File: src/rtl/issue_rat_freelist_checkpoint_drain.sv
// Drains a checkpoint bank FIFO into the free list, then clears the bank.
// Optional flush_i abort under ISSUE_RAT_FREELIST_CHECKPOINT_DRAIN_FLUSH_EN.
module issue_rat_freelist_checkpoint_drain #(
  parameter int PRF_WIDTH       = 6,
  parameter int BANK_DEPTH_LOG2 = 2
) (
  input  logic                       clk,
  input  logic                       reset,
  input  logic                       req_i_valid,
  input  logic                       req_i_abandoned,
  output logic                       req_o_ready,
  input  logic [PRF_WIDTH-1:0]       bank_i_prf,
  input  logic                       bank_i_empty,
  output logic                       bank_o_ren,
  output logic                       bank_o_fifo_reset,
  output logic                       bank_o_tag_wen,
  output logic                       bank_o_tag_valid,
  output logic                       bank_o_tag_abandoned,
  output logic                       fl_o_valid,
  output logic [PRF_WIDTH-1:0]       fl_o_prf,
  input  logic                       fl_i_ready,
`ifdef ISSUE_RAT_FREELIST_CHECKPOINT_DRAIN_FLUSH_EN
  input  logic                       flush_i,
`endif
  output logic [BANK_DEPTH_LOG2:0]   drain_o_count,
  output logic                       busy_o
);

  localparam int CW = BANK_DEPTH_LOG2 + 1;
  localparam logic [CW-1:0] CMAX = CW'(1 << BANK_DEPTH_LOG2);

  typedef enum logic [1:0] {
    IDLE  = 2'd0,
    DRAIN = 2'd1,
    CLEAR = 2'd2
  } state_t;

  state_t                 state;
  logic                   out_valid;
  logic [PRF_WIDTH-1:0]   out_prf;
  logic [CW-1:0]          count;
  logic                   flush;
  logic                   hs;
  logic                   ren;

`ifdef ISSUE_RAT_FREELIST_CHECKPOINT_DRAIN_FLUSH_EN
  assign flush = flush_i;
`else
  assign flush = 1'b0;
`endif

  assign hs  = out_valid & fl_i_ready;
  // Only pop when the output register is free or being emptied this cycle.
  assign ren = (state == DRAIN) & ~flush & ~bank_i_empty
             & (~out_valid | fl_i_ready);

  always_ff @(posedge clk or negedge reset) begin
    if (!reset) begin
      state     <= IDLE;
      out_valid <= 1'b0;
      out_prf   <= '0;
      count     <= '0;
    end else begin
      unique case (state)
        IDLE: begin
          if (req_i_valid && !flush) begin
            count <= '0;
            state <= req_i_abandoned ? DRAIN : CLEAR;
          end
        end
        DRAIN: begin
          if (hs && count != CMAX)
            count <= count + 1'b1;
          if (flush) begin
            out_valid <= 1'b0;
            state     <= CLEAR;
          end else begin
            if (ren) begin
              out_prf   <= bank_i_prf;
              out_valid <= 1'b1;
            end else if (hs) begin
              out_valid <= 1'b0;
            end
            if (bank_i_empty && (!out_valid || hs))
              state <= CLEAR;
          end
        end
        CLEAR: state <= IDLE;
        default: state <= IDLE;
      endcase
    end
  end

  assign req_o_ready          = (state == IDLE);
  assign busy_o               = (state != IDLE);
  assign bank_o_ren           = ren;
  assign bank_o_fifo_reset    = (state != CLEAR);
  assign bank_o_tag_wen       = (state == CLEAR);
  assign bank_o_tag_valid     = 1'b0;
  assign bank_o_tag_abandoned = 1'b0;
  assign fl_o_valid           = out_valid;
  assign fl_o_prf             = out_prf;
  assign drain_o_count        = count;

endmodule

File: config.mk
export PLATFORM = sky130hd
export DESIGN_NAME = issue_rat_freelist_checkpoint_drain
export DESIGN_NICKNAME = d
export VERILOG_FILES = /design/src/rtl/issue_rat_freelist_checkpoint_drain.sv
export SDC_FILE = /design/constraint.sdc
export NUM_CORES = 1
export LEC_CHECK = 0
export ABC_AREA = 1
export BUFFER_PORTS_ARGS = -buffer_cell sky130_fd_sc_hd__buf_2
export CAP_MARGIN = 40
export CELL_PAD_IN_SITES_DETAIL_PLACEMENT = 1
export CELL_PAD_IN_SITES_GLOBAL_PLACEMENT = 2
export CORE_UTILIZATION = 21
export CTS_CLUSTER_DIAMETER = 150
export DETAILED_ROUTE_END_ITERATION = 16
export PLACE_DENSITY_LB_ADDON = 0.1
export SLEW_MARGIN = 20
export SYNTH_ARGS = -nofsm -noshare
export SYNTH_HDL_FRONTEND = slang
export SYNTH_SLANG_ARGS = --single-unit
export TNS_END_PERCENT = 1
File: constraint.sdc
create_clock -name clk -period 1.2 [get_ports clk]
set_clock_uncertainty 0.15 [all_clocks]
set_input_delay 0.06 -clock clk [delete_from_list [all_inputs] [get_ports clk]]
set_output_delay 0.06 -clock clk [all_outputs]
set_load 0.02 [all_outputs]
==> flow_summary_export.csv, run 1 <==
group,metric,value,unit
clock_tree,clockRootBuffer,"clkbuf_4",
clock_tree,cts_inserted_buffers,3,
route,first_pass_iters,9,
clock_tree,cts_buffer_depth,2,
placement,globalplace.congestion,0.663,
logic_synthesis,yosysTopAreaCellShare,45.8,%
logic_synthesis,synthesis.area,656,sq um
setup_path,reg2reg_to,"fl_o_prf[3]",
route,wl_per_cell,10.2,microns
setup_path,critPathMaxStageDelay,0.40,ns
logic_synthesis,synthAdderAreaFrac,3.82,%
timing,fmax,732,MHz
setup_path,reg2reg_slack,-0.11,ns
clock_tree,clkTransAtPathRegs,0.09,ns
timing,slew_viol_final,0,
setup_path,crit_path_max_fanout,2,
setup_path,reg2reg_from,"state[1]",
route,ant_nets,0,
logic_synthesis,ys_top_cells_by_count,"nand2_1 (22), inv_1 (20), dfrtp_1 (12)",
logic_synthesis,avgSynthCellArea,7.81,sq um
timing,layout_setup_ws,-0.166,ns
route,met1Wirelength,758,microns
clock_tree,htreeDepth,1,
timing,finalSetupTns,-1.54,ns
setup_path,slowest_stage,"dfrtp_1",
placement,port_buffers,26,
timing,finalSetupViolations,16,
outcome,run_status,"finished with violations",
floorplan,die_x,57.9,microns
setup_path,crit_path_start,"state[1]",
global_routing,grt.total_usage,11.6,%
setup_path,r2r_cells,7,
floorplan,fp.dieH,57.9,microns
placement,dp_slack,-0.144,ns
logic_synthesis,yosys.area_share.simple,23.7,%
global_routing,antenna_found_initial,0,
route,drtIter0Drc,8,
clock_tree,insertion_delay,0.28,ns
logic_synthesis,synth-compound-area-share,10.7,%
setup_path,worstSetupPathDepth,6,
floorplan,initial_core_util,23.0,%
setup_path,required,0.99,ns
route,wirelength,1.62,mm
logic_synthesis,yosys_register_bits,12,
cells_and_area,layout.nets,144,
floorplan,io_pins,29,
cells_and_area,diodes,0,
route,wl_met3,68,microns
global_routing,grt_pass1_wl,2.92,mm
cells_and_area,drive_gt1_share,48.8,%
setup_path,start_kind,"register",
pwr,power_leakage,0.595,nW
min_path,hp-class,"in -> async",
pwr,power_density,2190,mW/mm^2
logic_synthesis,yosysUniqueCellTypes,14,
logic_synthesis,synth_xor_area_share,0,%
logic_synthesis,muxShareOfSynthArea,0,%
timing,hold_viol_final,0,
global_routing,grt_remaining_overflow,0,
floorplan,die_area,0.00335,sq mm
floorplan,rows,19,
logic_synthesis,synth_area_leader_cell,"dfrtp_1",
clock_tree,cts_tree,"done",
clock_tree,clock-sinks,12,
logic_synthesis,yosys-top-cells-area,"dfrtp_1 (46%), nand2_1 (13%), inv_1 (11%), o21ai_2 (8.0%), nor2_1 (4.0%)",
timing,post-route-period-util,114,%
floorplan,core_area,0.00285,sq mm
logic_synthesis,synth_top_family_by_area,"simple AND/OR/NAND/NOR gates",
timing,period_needed,1.37,ns
job,cap_violations,0,
logic_synthesis,syn-instance-count,84,
timing,rsz0062_at_grt,"yes",
logic_synthesis,seq_area_frac_synth,45.8,%
setup_path,setup.worst_path.class,"reg -> out",
route,drc,3,
route,vias,647,
setup_path,cp-end-kind,"output port",
global_routing,grt_max_degree,14,
placement,dp_hpwl,1.22,mm
setup_path,path_cells,"inv_2, nand2_4, nor2_4, nand2_4, inv_2, buf_6",
logic_synthesis,synth_edf_count,0,
route,vias_per_cell,4.04,
global_routing,grt_pass1_vias,679,
logic_synthesis,yosysWarnings,0,
setup_path,path_buf_inv,3,
setup_path,crit_family,"flip-flops",
timing,whs,0.0348,ns
logic_synthesis,synth-async-reset-ratio,100,%
outcome,violations,"design-rule violations, negative setup slack",
logic_synthesis,ys_dominant_reg_cell,"dfrtp_1",
logic_synthesis,yosysMostFrequentCell,"nand2_1",
route,top_layer_used,"met4",
pwr,vdd_drop_max,0.725,mV
pwr,finalPower,2.29,mW
cells_and_area,syn2layout_area_growth,59.5,%
route,dr_wl_met2,787,microns
setup_path,worstPathArrival,1.16,ns
## flip-flops by register name, summed over array words and instances, names as in the netlist
name and flops:
state 2, drain_o_count 3, fl_o_prf 6, fl_o_valid 1
## cells in the final DEF, fill, tap and decap left out, types with 2 or more instances in the layout
cell	n
buf_2	22
nand2_1	19
inv_1	16
dfrtp_1	9
dlygate4sd3_1	9
buf_4	9
o21ai_2	6
nand2_2	5
inv_2	4
nor2_1	4
nor2_2	3
nand3_1	3
clkbuf_4	3
dfrtp_2	3
buf_6	3
nand2_4	2
conb_1	2
## layer usage
metal | track usage, % | vias to the layer above
met3 | 2.68 | 2
met2 | 19.7 | 17
met5 | 0 | -
li1 | - | 328
met1 | 14.0 | 300
met4 | 5.10 | 0
## cells by family after synthesis
kind of cell    count (synthesis)
simple gates                   37
buf+inv                        23
flops                          12
compound gates                  9
fa+ha+maj                       2
other cells                     1
## worst max path at each step
stage,endpoint,slack [ns]
after floorplan,fl_o_prf[1],-0.05
after global placement,bank_o_ren,-0.11
after detailed placement,fl_o_prf[0],-0.14
after CTS,bank_o_ren,-0.17
after global routing,bank_o_ren,-0.23
final,bank_o_ren,-0.17
## where the power goes
part	total, mW	leakage (nW)	internal [mW]	switching (mW)
combinational	1.28	0.424	0.544	0.733
sequential	0.677	0.150	0.567	0.110
clock	0.333	0.0210	0.184	0.149
## stage by stage
step                      cell area (sq um)  cells  util (%)
after detailed placement                866    146      30.4
after floorplan                         671     85         -
after global placement                  866    146      30.4
after global routing                   1050    160      36.7
final                                  1050    160      36.7
after CTS                              1040    160      36.4
## cell type report
cell class / instances / area, sq um
Clock buffer: 4 / 36.3
Fill cell: 347 / 1810
Inverter: 20 / 75.1
Multi-Input combinational cell: 50 / 290
Sequential cell: 12 / 304
Tap cell: 31 / 38.8
Timing Repair Buffer: 43 / 302
## timing repair
item / 4_1_cts / 5_1_grt
hold buffers: 9 / 0
pin swaps: 2 / 0
buffers inserted: 1 / 0
hold endpoints to repair: 20 / 0
endpoints found under the setup margin: 16 / 18
gates resized for setup: 15 / 3
(Power assumes the default switching activity.)
==> run 2: changes to the inputs <==
--- a/config.mk
+++ b/config.mk
@@ -13,7 +13,8 @@
 export CORE_UTILIZATION = 21
 export CTS_CLUSTER_DIAMETER = 150
 export DETAILED_ROUTE_END_ITERATION = 16
-export PLACE_DENSITY_LB_ADDON = 0.1
+export GPL_ROUTABILITY_DRIVEN = 0
+export PLACE_DENSITY_LB_ADDON = 0.2
 export SLEW_MARGIN = 20
 export SYNTH_ARGS = -nofsm -noshare
 export SYNTH_HDL_FRONTEND = slang
==> run 2 against run 1 <==
  * The flow still finishes with violations (design-rule violations, negative setup slack)
  * Clock power down 3%
  * Wire length down 2.9%
  * Hold slack worse by 0.0066 ns
  * Power up 2.9%
  * First-iteration DRC count up 88%
  * Register-to-register slack about the same
  * Die area unchanged
  * Critical path type unchanged
  * Critical endpoint unchanged
  * Largest power group unchanged
==> flow_summary_export.csv, run 2 (synthesized netlist as in run 1, its figures left out) <==
group,metric,value,unit
clock_tree,cts_tree,"done",
outcome,violations,"design-rule violations, negative setup slack",
placement,dp_hpwl,1.16,mm
pwr,finalPower,2.35,mW
setup_path,path_cells,"inv_2, nand2_4, nor2_4, nand2_4, inv_2, buf_6",
setup_path,reg2reg_from,"state[1]",
pwr,pwr-share-comb,57.4,%
timing,rsz0062_at_grt,"yes",
global_routing,grt_max_degree,14,
timing,fmax,738,MHz
global_routing,grt.total_usage,10.8,%
pwr,clock_power_share,13.8,%
cells_and_area,final_cells,160,
cells_and_area,diodes,0,
timing,post-route-period-util,113,%
setup_path,setup.worst_path.class,"reg -> out",
cells_and_area,design_area,0.00107,sq mm
setup_path,reg2reg_slack,-0.11,ns
clock_tree,cts_inserted_buffers,3,
pwr,power_density,2190,mW/mm^2
cells_and_area,layout.nets,144,
route,wl_per_cell,9.86,microns
setup_path,cp-end-kind,"output port",
floorplan,fp.dieH,57.9,microns
route,vias,638,
global_routing,grt_pass1_wl,2.78,mm
cells_and_area,final_cell_mix,"buf_2 (21), nand2_1 (18), inv_1 (16)",
min_path,hp-class,"in -> reg",
timing,period_needed,1.36,ns
cells_and_area,final_common_cell,"buf_2",
min_path,holdPathStages,5,
placement,placed_cell_area,873,sq um
cells_and_area,drive_gt1_share,51.2,%
floorplan,rows,19,
job,cap_violations,0,
setup_path,crit_family,"flip-flops",
floorplan,initial_core_util,23.0,%
setup_path,worstSetupPathDepth,6,
floorplan,die_area,0.00335,sq mm
route,drtIter0Drc,15,
cells_and_area,syn2layout_area_growth,63.7,%
floorplan,io_pins,29,
global_routing,grt_remaining_overflow,0,
pwr,p_int,1.34,mW
setup_path,crit_path_start,"state[1]",
pwr,vdd_drop_max,0.837,mV
setup_path,r2r_cells,7,
route,drc,1,
pwr,seq_power_share,28.9,%
placement,placed_cells,147,
outcome,run_status,"finished with violations",
route,vias_per_cell,3.99,
pwr,switching_share,43.0,%
floorplan,core_area,0.00285,sq mm
setup_path,slowest_stage,"dfrtp_1",
setup_path,reg2reg_to,"fl_o_prf[4]",
global_routing,grt_pass1_vias,667,
setup_path,worstPathArrival,1.15,ns
global_routing,antenna_found_initial,0,
clock_tree,htreeDepth,1,
setup_path,crit_path_max_fanout,2,
clock_tree,cts_buffer_depth,2,
timing,slew_viol_final,0,
cells_and_area,largest_register_ffs,6,
setup_path,critPathCapture,"bank_o_ren",
timing,hold_viol_final,0,
clock_tree,clockRootBuffer,"clkbuf_4",
setup_path,required,0.99,ns
pwr,p_sw,1.01,mW
floorplan,die_x,57.9,microns
route,ant_nets,0,
setup_path,start_kind,"register",
route,first_pass_iters,9,
timing,finalSetupViolations,16,
pwr,power_leakage,0.601,nW
clock_tree,clock-sinks,12,
setup_path,critPathMaxStageDelay,0.39,ns
clock_tree,clkTransAtPathRegs,0.07,ns
route,wirelength,1.58,mm
clock_tree,insertion_delay,0.27,ns
setup_path,path_buf_inv,3,
timing,layout_setup_ws,-0.155,ns
placement,port_buffers,26,
[run 2: cell count changes in the layout (fill, tap and decap cells not counted), sizes merged]
cell,previous run,this run
buf,34,35
dlygate4sd3,9,8
[run 2: per-layer routing]
metal	share of wire [%]	wire length, microns	track usage, %	up-vias
met5	0	0	0	-
met4	0.32	5	5.10	0
met3	6.9	109	2.46	2
met2	48	763	18.9	20
met1	44	699	12.4	287
li1	-	-	-	329
[run 2: through the flow]
| stage | util [%] | setup slack (ns) | hold WS [ns] | TNS, ns |
|---|---|---|---|---|
| 2_1_floorplan | - | -0.0520 | -0.386 | -0.357 |
| 3_3_place_gp | 30.6 | -0.117 | -0.189 | -1.02 |
| 3_5_place_dp | 30.6 | -0.151 | -0.184 | -1.32 |
| 4_1_cts | 36.8 | -0.170 | 0.0408 | -1.52 |
| 5_1_grt | 37.6 | -0.234 | 0.0378 | -2.64 |
| 6_report | 37.6 | -0.155 | 0.0283 | -1.34 |
[run 2: cell type report]
| cell class | instances | area (sq um) |
|---|---|---|
| fillers | 359 | 1780 |
| multi-input cells | 50 | 310 |
| repair buffers | 43 | 309 |
| flip-flops and latches | 12 | 304 |
| inverters | 20 | 75.1 |
| well taps | 31 | 38.8 |
| clock buffers | 4 | 36.3 |
[run 2: power by group through the flow]
stage	logic (mW)	clock network [mW]	registers (mW)
floorplan	0.525	0	0.848
global placement	1.13	0	0.669
detailed placement	1.14	0	0.673
CTS	1.31	0.344	0.674
global route	1.49	0.365	0.700
finish	1.35	0.324	0.680
[run 2: worst register-to-register path, stage by stage, from the launching register on]
cell     delay, ns
dfrtp_1       0.39
inv_2         0.08
nand2_4       0.05
nor2_4        0.13
nand2_4       0.07
buf_4         0.19
nand2_1       0.09
o21ai_2       0.05
[run 2: timing repair]
item	in CTS	in global routing
setup buffers	1	0
gates cloned	0	0
setup endpoints to repair	17	19
resized for setup	19	6
hold endpoints to repair	20	0
pin swaps	2	2
hold buffers	8	0
[run 2: worst min path at each step]
| stage | from | to |
|---|---|---|
| floorplan | reset | drain_o_count[0] |
| global placement | reset | fl_o_prf[5] |
| detailed placement | reset | fl_o_prf[5] |
| CTS | reset | fl_o_prf[5] |
| global route | reset | fl_o_prf[5] |
| finish | req_i_valid | state[1] |
